File: config.mk
export PLATFORM = sky130hd
export DESIGN_NAME = ascon_block_packer
export DESIGN_NICKNAME = d
export VERILOG_FILES = /design/src/rtl/ascon_block_packer_pkg.sv /design/src/rtl/ascon_block_packer.sv
export SDC_FILE = /design/constraint.sdc
export NUM_CORES = 1
export LEC_CHECK = 0
export ABC_AREA = 1
export CAP_MARGIN = 0
export CORE_ASPECT_RATIO = 0.9
export CORE_MARGIN = 4
export CORE_UTILIZATION = 54
export DETAILED_ROUTE_END_ITERATION = 12
export GPL_TIMING_DRIVEN = 0
export HOLD_SLACK_MARGIN = 0.02
export MAX_ROUTING_LAYER = met4
export PLACE_DENSITY = 0.93
export SKIP_CTS_REPAIR_TIMING = 1
export SLEW_MARGIN = 10
export SYNTH_ARGS = -nofsm -noshare
export SYNTH_HDL_FRONTEND = slang
export SYNTH_SLANG_ARGS = --single-unit
File: constraint.sdc
create_clock -name clk -period 6.4 [get_ports clk]
set_clock_uncertainty 0.1 [all_clocks]
set_input_delay 0.96 -clock clk [delete_from_list [all_inputs] [get_ports clk]]
set_output_delay 0.96 -clock clk [all_outputs]
set_load 0.02 [all_outputs]
File: src/rtl/ascon_block_packer_pkg.sv
// Shared Ascon datapath definitions: rate/word widths, packer FSM states and 10* padding.
package ascon_block_packer_pkg;

    localparam int ASCON_RATE_WIDTH = 128;
    localparam int ASCON_WORD_WIDTH = 32;
    localparam logic [7:0] PAD_BYTE = 8'h01;

    typedef enum logic [1:0] {
        FILL = 2'd0,
        HOLD = 2'd1,
        PAD  = 2'd2
    } packer_state_t;

    // Keeps bytes below nbytes, places PAD_BYTE at index nbytes, zeroes everything above.
    // nbytes == 16 returns the block unchanged (no room for the pad byte).
    function automatic logic [ASCON_RATE_WIDTH-1:0] pad_block(
        input logic [ASCON_RATE_WIDTH-1:0] block,
        input logic [4:0]                  nbytes
    );
        logic [ASCON_RATE_WIDTH-1:0] r_out;
        r_out = '0;
        for (int i = 0; i < ASCON_RATE_WIDTH / 8; i++) begin
            if (5'(i) < nbytes) begin
                r_out[8*i +: 8] = block[8*i +: 8];
            end else if (5'(i) == nbytes) begin
                r_out[8*i +: 8] = PAD_BYTE;
            end
        end
        return r_out;
    endfunction

endpackage

File: src/rtl/ascon_block_packer.sv
// Packs 32-bit words into 128-bit Ascon rate blocks with 10* padding; block valid 1 cycle after its last word.
// Input is stalled (s_ready=0) whenever a block is held or a pad-only block is being generated.
module ascon_block_packer
    import ascon_block_packer_pkg::*;
#(
    parameter int WORD_WIDTH  = 32,
    parameter int BLOCK_WIDTH = 128
) (
    input  logic                   clk,
    input  logic                   rst,
    input  logic                   s_valid,
    output logic                   s_ready,
    input  logic [WORD_WIDTH-1:0]  s_data,
    input  logic                   s_last,
    input  logic [2:0]             s_nbytes,
    output logic                   m_valid,
    input  logic                   m_ready,
    output logic [BLOCK_WIDTH-1:0] m_block,
    output logic                   m_last,
    output logic [4:0]             m_nbytes
);

    packer_state_t          r_state,    w_state_nxt;
    logic [1:0]             r_wcnt,     w_wcnt_nxt;
    logic [BLOCK_WIDTH-1:0] r_acc,      w_acc_nxt;
    logic                   r_mvalid,   w_mvalid_nxt;
    logic                   r_mlast,    w_mlast_nxt;
    logic [4:0]             r_mnbytes,  w_mnbytes_nxt;
    logic                   r_pad_pend, w_pad_pend_nxt;

    logic                   w_xfer;
    logic [2:0]             w_n;
    logic [4:0]             w_total;
    logic [BLOCK_WIDTH-1:0] w_acc_wr;

    assign s_ready  = (r_state == FILL) && !rst;
    assign w_xfer   = s_valid && s_ready;
    assign w_n      = (s_nbytes > 3'd4) ? 3'd4 : s_nbytes;
    assign w_total  = {1'b0, r_wcnt, 2'b00} + {2'b00, w_n};

    assign m_valid  = r_mvalid;
    assign m_block  = r_acc;
    assign m_last   = r_mlast;
    assign m_nbytes = r_mnbytes;

    always_comb begin
        w_acc_wr = r_acc;
        w_acc_wr[WORD_WIDTH*r_wcnt +: WORD_WIDTH] = s_data;

        w_state_nxt    = r_state;
        w_wcnt_nxt     = r_wcnt;
        w_acc_nxt      = r_acc;
        w_mvalid_nxt   = r_mvalid;
        w_mlast_nxt    = r_mlast;
        w_mnbytes_nxt  = r_mnbytes;
        w_pad_pend_nxt = r_pad_pend;

        case (r_state)
            FILL: begin
                if (w_xfer) begin
                    if (s_last) begin
                        // A message ending exactly on a block boundary owes an extra pad-only block.
                        w_acc_nxt      = pad_block(w_acc_wr, w_total);
                        w_state_nxt    = HOLD;
                        w_mvalid_nxt   = 1'b1;
                        w_mlast_nxt    = (w_total != 5'd16);
                        w_mnbytes_nxt  = w_total;
                        w_pad_pend_nxt = (w_total == 5'd16);
                    end else begin
                        w_acc_nxt = w_acc_wr;
                        if (r_wcnt == 2'd3) begin
                            w_state_nxt   = HOLD;
                            w_mvalid_nxt  = 1'b1;
                            w_mlast_nxt   = 1'b0;
                            w_mnbytes_nxt = 5'd16;
                        end else begin
                            w_wcnt_nxt = r_wcnt + 2'd1;
                        end
                    end
                end
            end
            HOLD: begin
                if (r_mvalid && m_ready) begin
                    w_state_nxt    = r_pad_pend ? PAD : FILL;
                    w_wcnt_nxt     = 2'd0;
                    w_acc_nxt      = '0;
                    w_mvalid_nxt   = 1'b0;
                    w_mlast_nxt    = 1'b0;
                    w_mnbytes_nxt  = 5'd0;
                    w_pad_pend_nxt = 1'b0;
                end
            end
            PAD: begin
                w_state_nxt   = HOLD;
                w_acc_nxt     = {{(BLOCK_WIDTH-8){1'b0}}, PAD_BYTE};
                w_mvalid_nxt  = 1'b1;
                w_mlast_nxt   = 1'b1;
                w_mnbytes_nxt = 5'd0;
            end
            default: begin
                w_state_nxt = FILL;
            end
        endcase
    end

    always_ff @(posedge clk) begin
        if (rst) begin
            r_state    <= FILL;
            r_wcnt     <= 2'd0;
            r_acc      <= '0;
            r_mvalid   <= 1'b0;
            r_mlast    <= 1'b0;
            r_mnbytes  <= 5'd0;
            r_pad_pend <= 1'b0;
        end else begin
            r_state    <= w_state_nxt;
            r_wcnt     <= w_wcnt_nxt;
            r_acc      <= w_acc_nxt;
            r_mvalid   <= w_mvalid_nxt;
            r_mlast    <= w_mlast_nxt;
            r_mnbytes  <= w_mnbytes_nxt;
            r_pad_pend <= w_pad_pend_nxt;
        end
    end

endmodule

# After elaboration in Yosys (flattened, before gate mapping)
# Cells that the tools add are included.
# word_totals
ff_bits	140
input_bits	40
output_inout_bits	136
word_cells	134
# op_classes
n_addsub	3
order_cmp	17
n_eq_ne	26
n_shift	2
mux	66
n_reduce_logical	13
# op_table
operator	n
2-to-1 mux 128 bit	3
one-hot mux 128 bit (3 select lines)	1
bitwise mux 128 bit	1
2-to-1 mux 8 bit	16
variable shift 32 x 34 -> 128 bit, first input constant	1
variable part select 32 x 34 -> 128 bit	1
equality test 4 x 5 -> 1 bit, first input constant	8
less-than comparator 4 x 5 -> 1 bit, first input constant	8
negator 7 -> 34 bit	1
2-to-1 mux 1 bit	25
equality test 3 x 5 -> 1 bit, first input constant	4
less-than comparator 3 x 5 -> 1 bit, first input constant	4
2-to-1 mux 5 bit	4
2-to-1 mux 2 bit	9
one-hot mux 5 bit (3 select lines)	1
equality test 2 x 5 -> 1 bit, first input constant	2
less-than comparator 1 x 5 -> 1 bit, first input constant	2
less-than comparator 2 x 5 -> 1 bit, first input constant	2
!= test 2 bit, second input constant	5
AND reduction 4 bit	2
one-hot mux 1 bit (3 select lines)	2
one-hot mux 2 bit (3 select lines)	1
AND reduction 3 bit	2
adder 4 x 3 -> 5 bit	1
other kinds (18)	21

# Logic depth before layout (Yosys ltp)
# depth
ltp_word	9
mapped_depth	13
ltp_nobuf	12

# Worst setup path after synthesis
# No wires, ideal clock.
# synth_path
kind	in2out
start	input rst
end	output s_ready
t_arrival_ns	1.606
t_required_ns	5.340
path_slack_ns	3.734
path_stages	3
path_buffers	2
cell_sequence	buf_4 -> clkbuf_1 -> nor2_1
# synth_via
elab_chain_len	2
# synth_lines
element	line_no	rtl
from (decl)	ascon_block_packer.sv:10	input logic rst,
logical NOT 1 bit	ascon_block_packer.sv:36	assign s_ready = (r_state == FILL) && !rst;
logical AND 1 bit	ascon_block_packer.sv:36	
to (decl)	ascon_block_packer.sv:12	output logic s_ready,
# Every way passes these cells.

# Worst setup path after layout
# Ends and elaborated chain as after synthesis.

==> results.json <==
{
  "status": "completed",
  "initial_utilization": 0.560,
  "gr-usage-met1": 0.462,
  "cts_max_level": 4,
  "die_h_um": 118,
  "synthDominantCellAreaShare": 0.389,
  "setup_slack_ns": 3.01,
  "wire_per_inst_um": 19.6,
  "fin_nets": 1292,
  "min_period_over_period": 0.530,
  "crit_type": "input pin to output port",
  "gr-max-usage-layer": "met2",
  "cpMaxStageDelayCell": "clkdlybuf4s50_1",
  "cts_tree": "built",
  "crit_buf_inv": 3,
  "antenna_left": 0,
  "crit_path_start_kind": "input pin",
  "synth_edf_count": 0,
  "clock_latency_ns": 0.42,
  "syn_area_per_cell_sq_um": 6.90,
  "grt_max_degree": 17,
  "synth.distinct_cells": 41,
  "syn2layout_area_growth_pct": 35.4,
  "rsz0062_at_grt": "false",
  "boundaryPins": 176,
  "fin_crit_ns": 3.39,
  "grt_pass1_vias": 8043,
  "vias": 8459,
  "grt_util_all_layers": 0.365,
  "worst_ep_arrival_time_ns": 2.33,
  "cts_sinks": 140,
  "hold_viol": 0,
  "cp_top_family": "buffers and inverters",
  "cts_buffers": 17,
  "dp.cells": 1384,
  "p_leak_nw": 3.66,
  "antenna_found_initial": 0,
  "drc": 0,
  "ys.warnings.count": 0,
  "rows": 39,
  "hp-class": "flop to flop",
  "setup_viol": 0,
  "routabilityCongestion": 1.00,
  "final_cells": 1415,
  "async_flop_share": 0,
  "path_clk_slew_ns": 0.06,
  "synth_area_leaders": "dfxtp_1 39%, nand2_1 14%, a21oi_1 9.5%",
  "final_core_util": 0.758,
  "firstDrtPassIters": 6,
  "root_buffer": "clkbuf_16",
  "yosysTopAreaCell": "dfxtp_1",
  "end_kind": "output port",
  "max_freq_mhz": 295,
  "maxSlewHeadroom": 0.442,
  "syn-num-nets": 1099,
  "ys_seq_area_frac": 0.389,
  "cts_buffer_depth": 2,
  "ys_seq_elements": 140,
  "tightest_slew_ns": 0.837,
  "slowest_delay_ns": 0.57,
  "ys_dominant_reg_cell": "dfxtp_1",
  "met3_usage": 0.0789,
  "grt-ovfl-total": 0,
  "cap_violations": 0,
  "synthSimpleGateAreaFrac": 0.303,
  "grt_pass1_wl_mm": 42.3,
  "preCtsSetupSlack_ns": 2.95,
  "synth_area_sq_um": 7210,
  "synthCells": 1046,
  "timing.hold.ws_ns": 0.358,
  "drt_wl_total_mm": 27.7,
  "chipWidth_um": 130,
  "cp_cell_sequence": "buf_4, clkbuf_1, nor2_1, clkdlybuf4s50_1",
  "slew_violations": 0,
  "n_antenna_cell": 0,
  "ir_drop_v": 0.000247,
  "tns_ns": 0,
  "synth_top_family_by_area": "simple AND/OR/NAND/NOR gates",
  "dp_hpwl_mm": 20.7,
  "synthAdderAreaFrac": 0.0225,
  "drt_iter0_drc": 1234,
  "nFillCells": 989,
  "synth_mux_area_frac": 0,
  "core_region_area_sq_um": 12900,
  "synth-compound-area-share": 0.207,
  "io_buffers": 174,
  "met2_usage": 0.544,
  "routed_via_density": 5.98,
  "cp_max_fo": 10,
  "drive_above_1_share": 0.0775,
  "die_area_sq_um": 15300,
  "synthXorXnorAreaFrac": 0,
  "power_density_nw_per_um2": 279,
  "critPathRequiredTime_ns": 5.34
}
cells by family after synthesis:
family          after synthesis
compound gates              269
fa+ha+maj                    13
buf+inv                     134
simple gates                490
flops                       140
metrics by stage:
stage                     power, W  cell area (sq um)
after floorplan            0.00141               7210
after global placement     0.00167               9160
after detailed placement   0.00169               9160
after CTS                  0.00270               9770
after global routing       0.00281               9770
final                      0.00273               9770
flip-flops by register name, indices dropped and copies added, names as in the netlist:
register and cells:
r_wcnt 2, r_state 2, m_last 1, m_nbytes 5, m_block 128, m_valid 1, r_pad_pend 1
cells in the final DEF, fill, tap and decap left out, types with 4 or more instances in the layout:
cell / instances
a211oi_1: 5
a21oi_1: 137
buf_1: 5
buf_2: 14
buf_4: 9
clkbuf_1: 26
clkbuf_16: 17
clkdlybuf4s50_1: 174
dfxtp_1: 140
ha_1: 13
inv_1: 72
inv_2: 4
nand2_1: 264
nand2_2: 5
nand2_4: 4
nand3_1: 59
nand3b_1: 13
nand4_1: 8
nor2_1: 92
nor2_2: 8
nor2_4: 11
nor3_1: 20
o2111ai_1: 4
o211ai_1: 24
o21a_1: 5
o21ai_0: 76
o21ai_1: 5
worst paths after layout:
path	from	to	slack, ns	depth (start not counted)
hold reg to reg	m_block[31]$_SDFFE_PP0P_	m_block[31]$_SDFFE_PP0P_	0.36	2
hold / removal	m_block[31]$_SDFFE_PP0P_	m_block[31]$_SDFFE_PP0P_	0.36	2
setup reg to reg	r_wcnt[0]$_SDFFE_PP0P_	m_block[120]$_SDFFE_PP0P_	3.06	11
setup / recovery	rst	s_ready	3.01	4
area by class of cell:
cell class,instances,area [sq um],share of cell area
Multi-Input combinational cell,772,3840,0.394
Sequential cell,140,2800,0.287
Timing Repair Buffer,174,1740,0.178
Clock buffer,21,470,0.0482
Inverter,79,299,0.0306
Buffer,55,267,0.0273
Tap cell,164,205,0.0210
Clock inverter,10,138,0.0141
cells in the mapped netlist, types with 2 or more instances:
cell	instances
nand2_1	264
dfxtp_1	140
a21oi_1	137
nor2_1	92
o21ai_0	76
inv_1	72
nand3_1	59
clkbuf_1	25
o211ai_1	24
nor3_1	20
buf_2	14
ha_1	13
nand3b_1	13
nor2_4	11
buf_4	9
nand4_1	8
nor2_2	8
a211oi_1	5
buf_1	5
nand2_2	5
o21a_1	5
o21ai_1	5
inv_2	4
nand2_4	4
o2111ai_1	4
a21boi_0	3
o21ai_2	3
o21bai_1	3
clkinv_1	2
or2_2	2
layer usage:
layer,vias up,share of wire
li1,3860,-
met2,605,0.45
met5,-,0
met1,3886,0.39
met3,108,0.11
met4,0,0.052
report_power, final:
part / total [W] / internal, W / switching (W)
combinational: 0.000750 / 0.000233 / 0.000516
sequential: 0.000950 / 0.000915 / 0.0000347
clock: 0.00103 / 0.000641 / 0.000386
total: 0.00273 / 0.00179 / 0.000937
tightest hold or removal path: stages, from the launching register on:
cell	delay, ns
dfxtp_1	0.31
inv_1	0.05
a211oi_1	0.05
(Power assumes the default switching activity.)
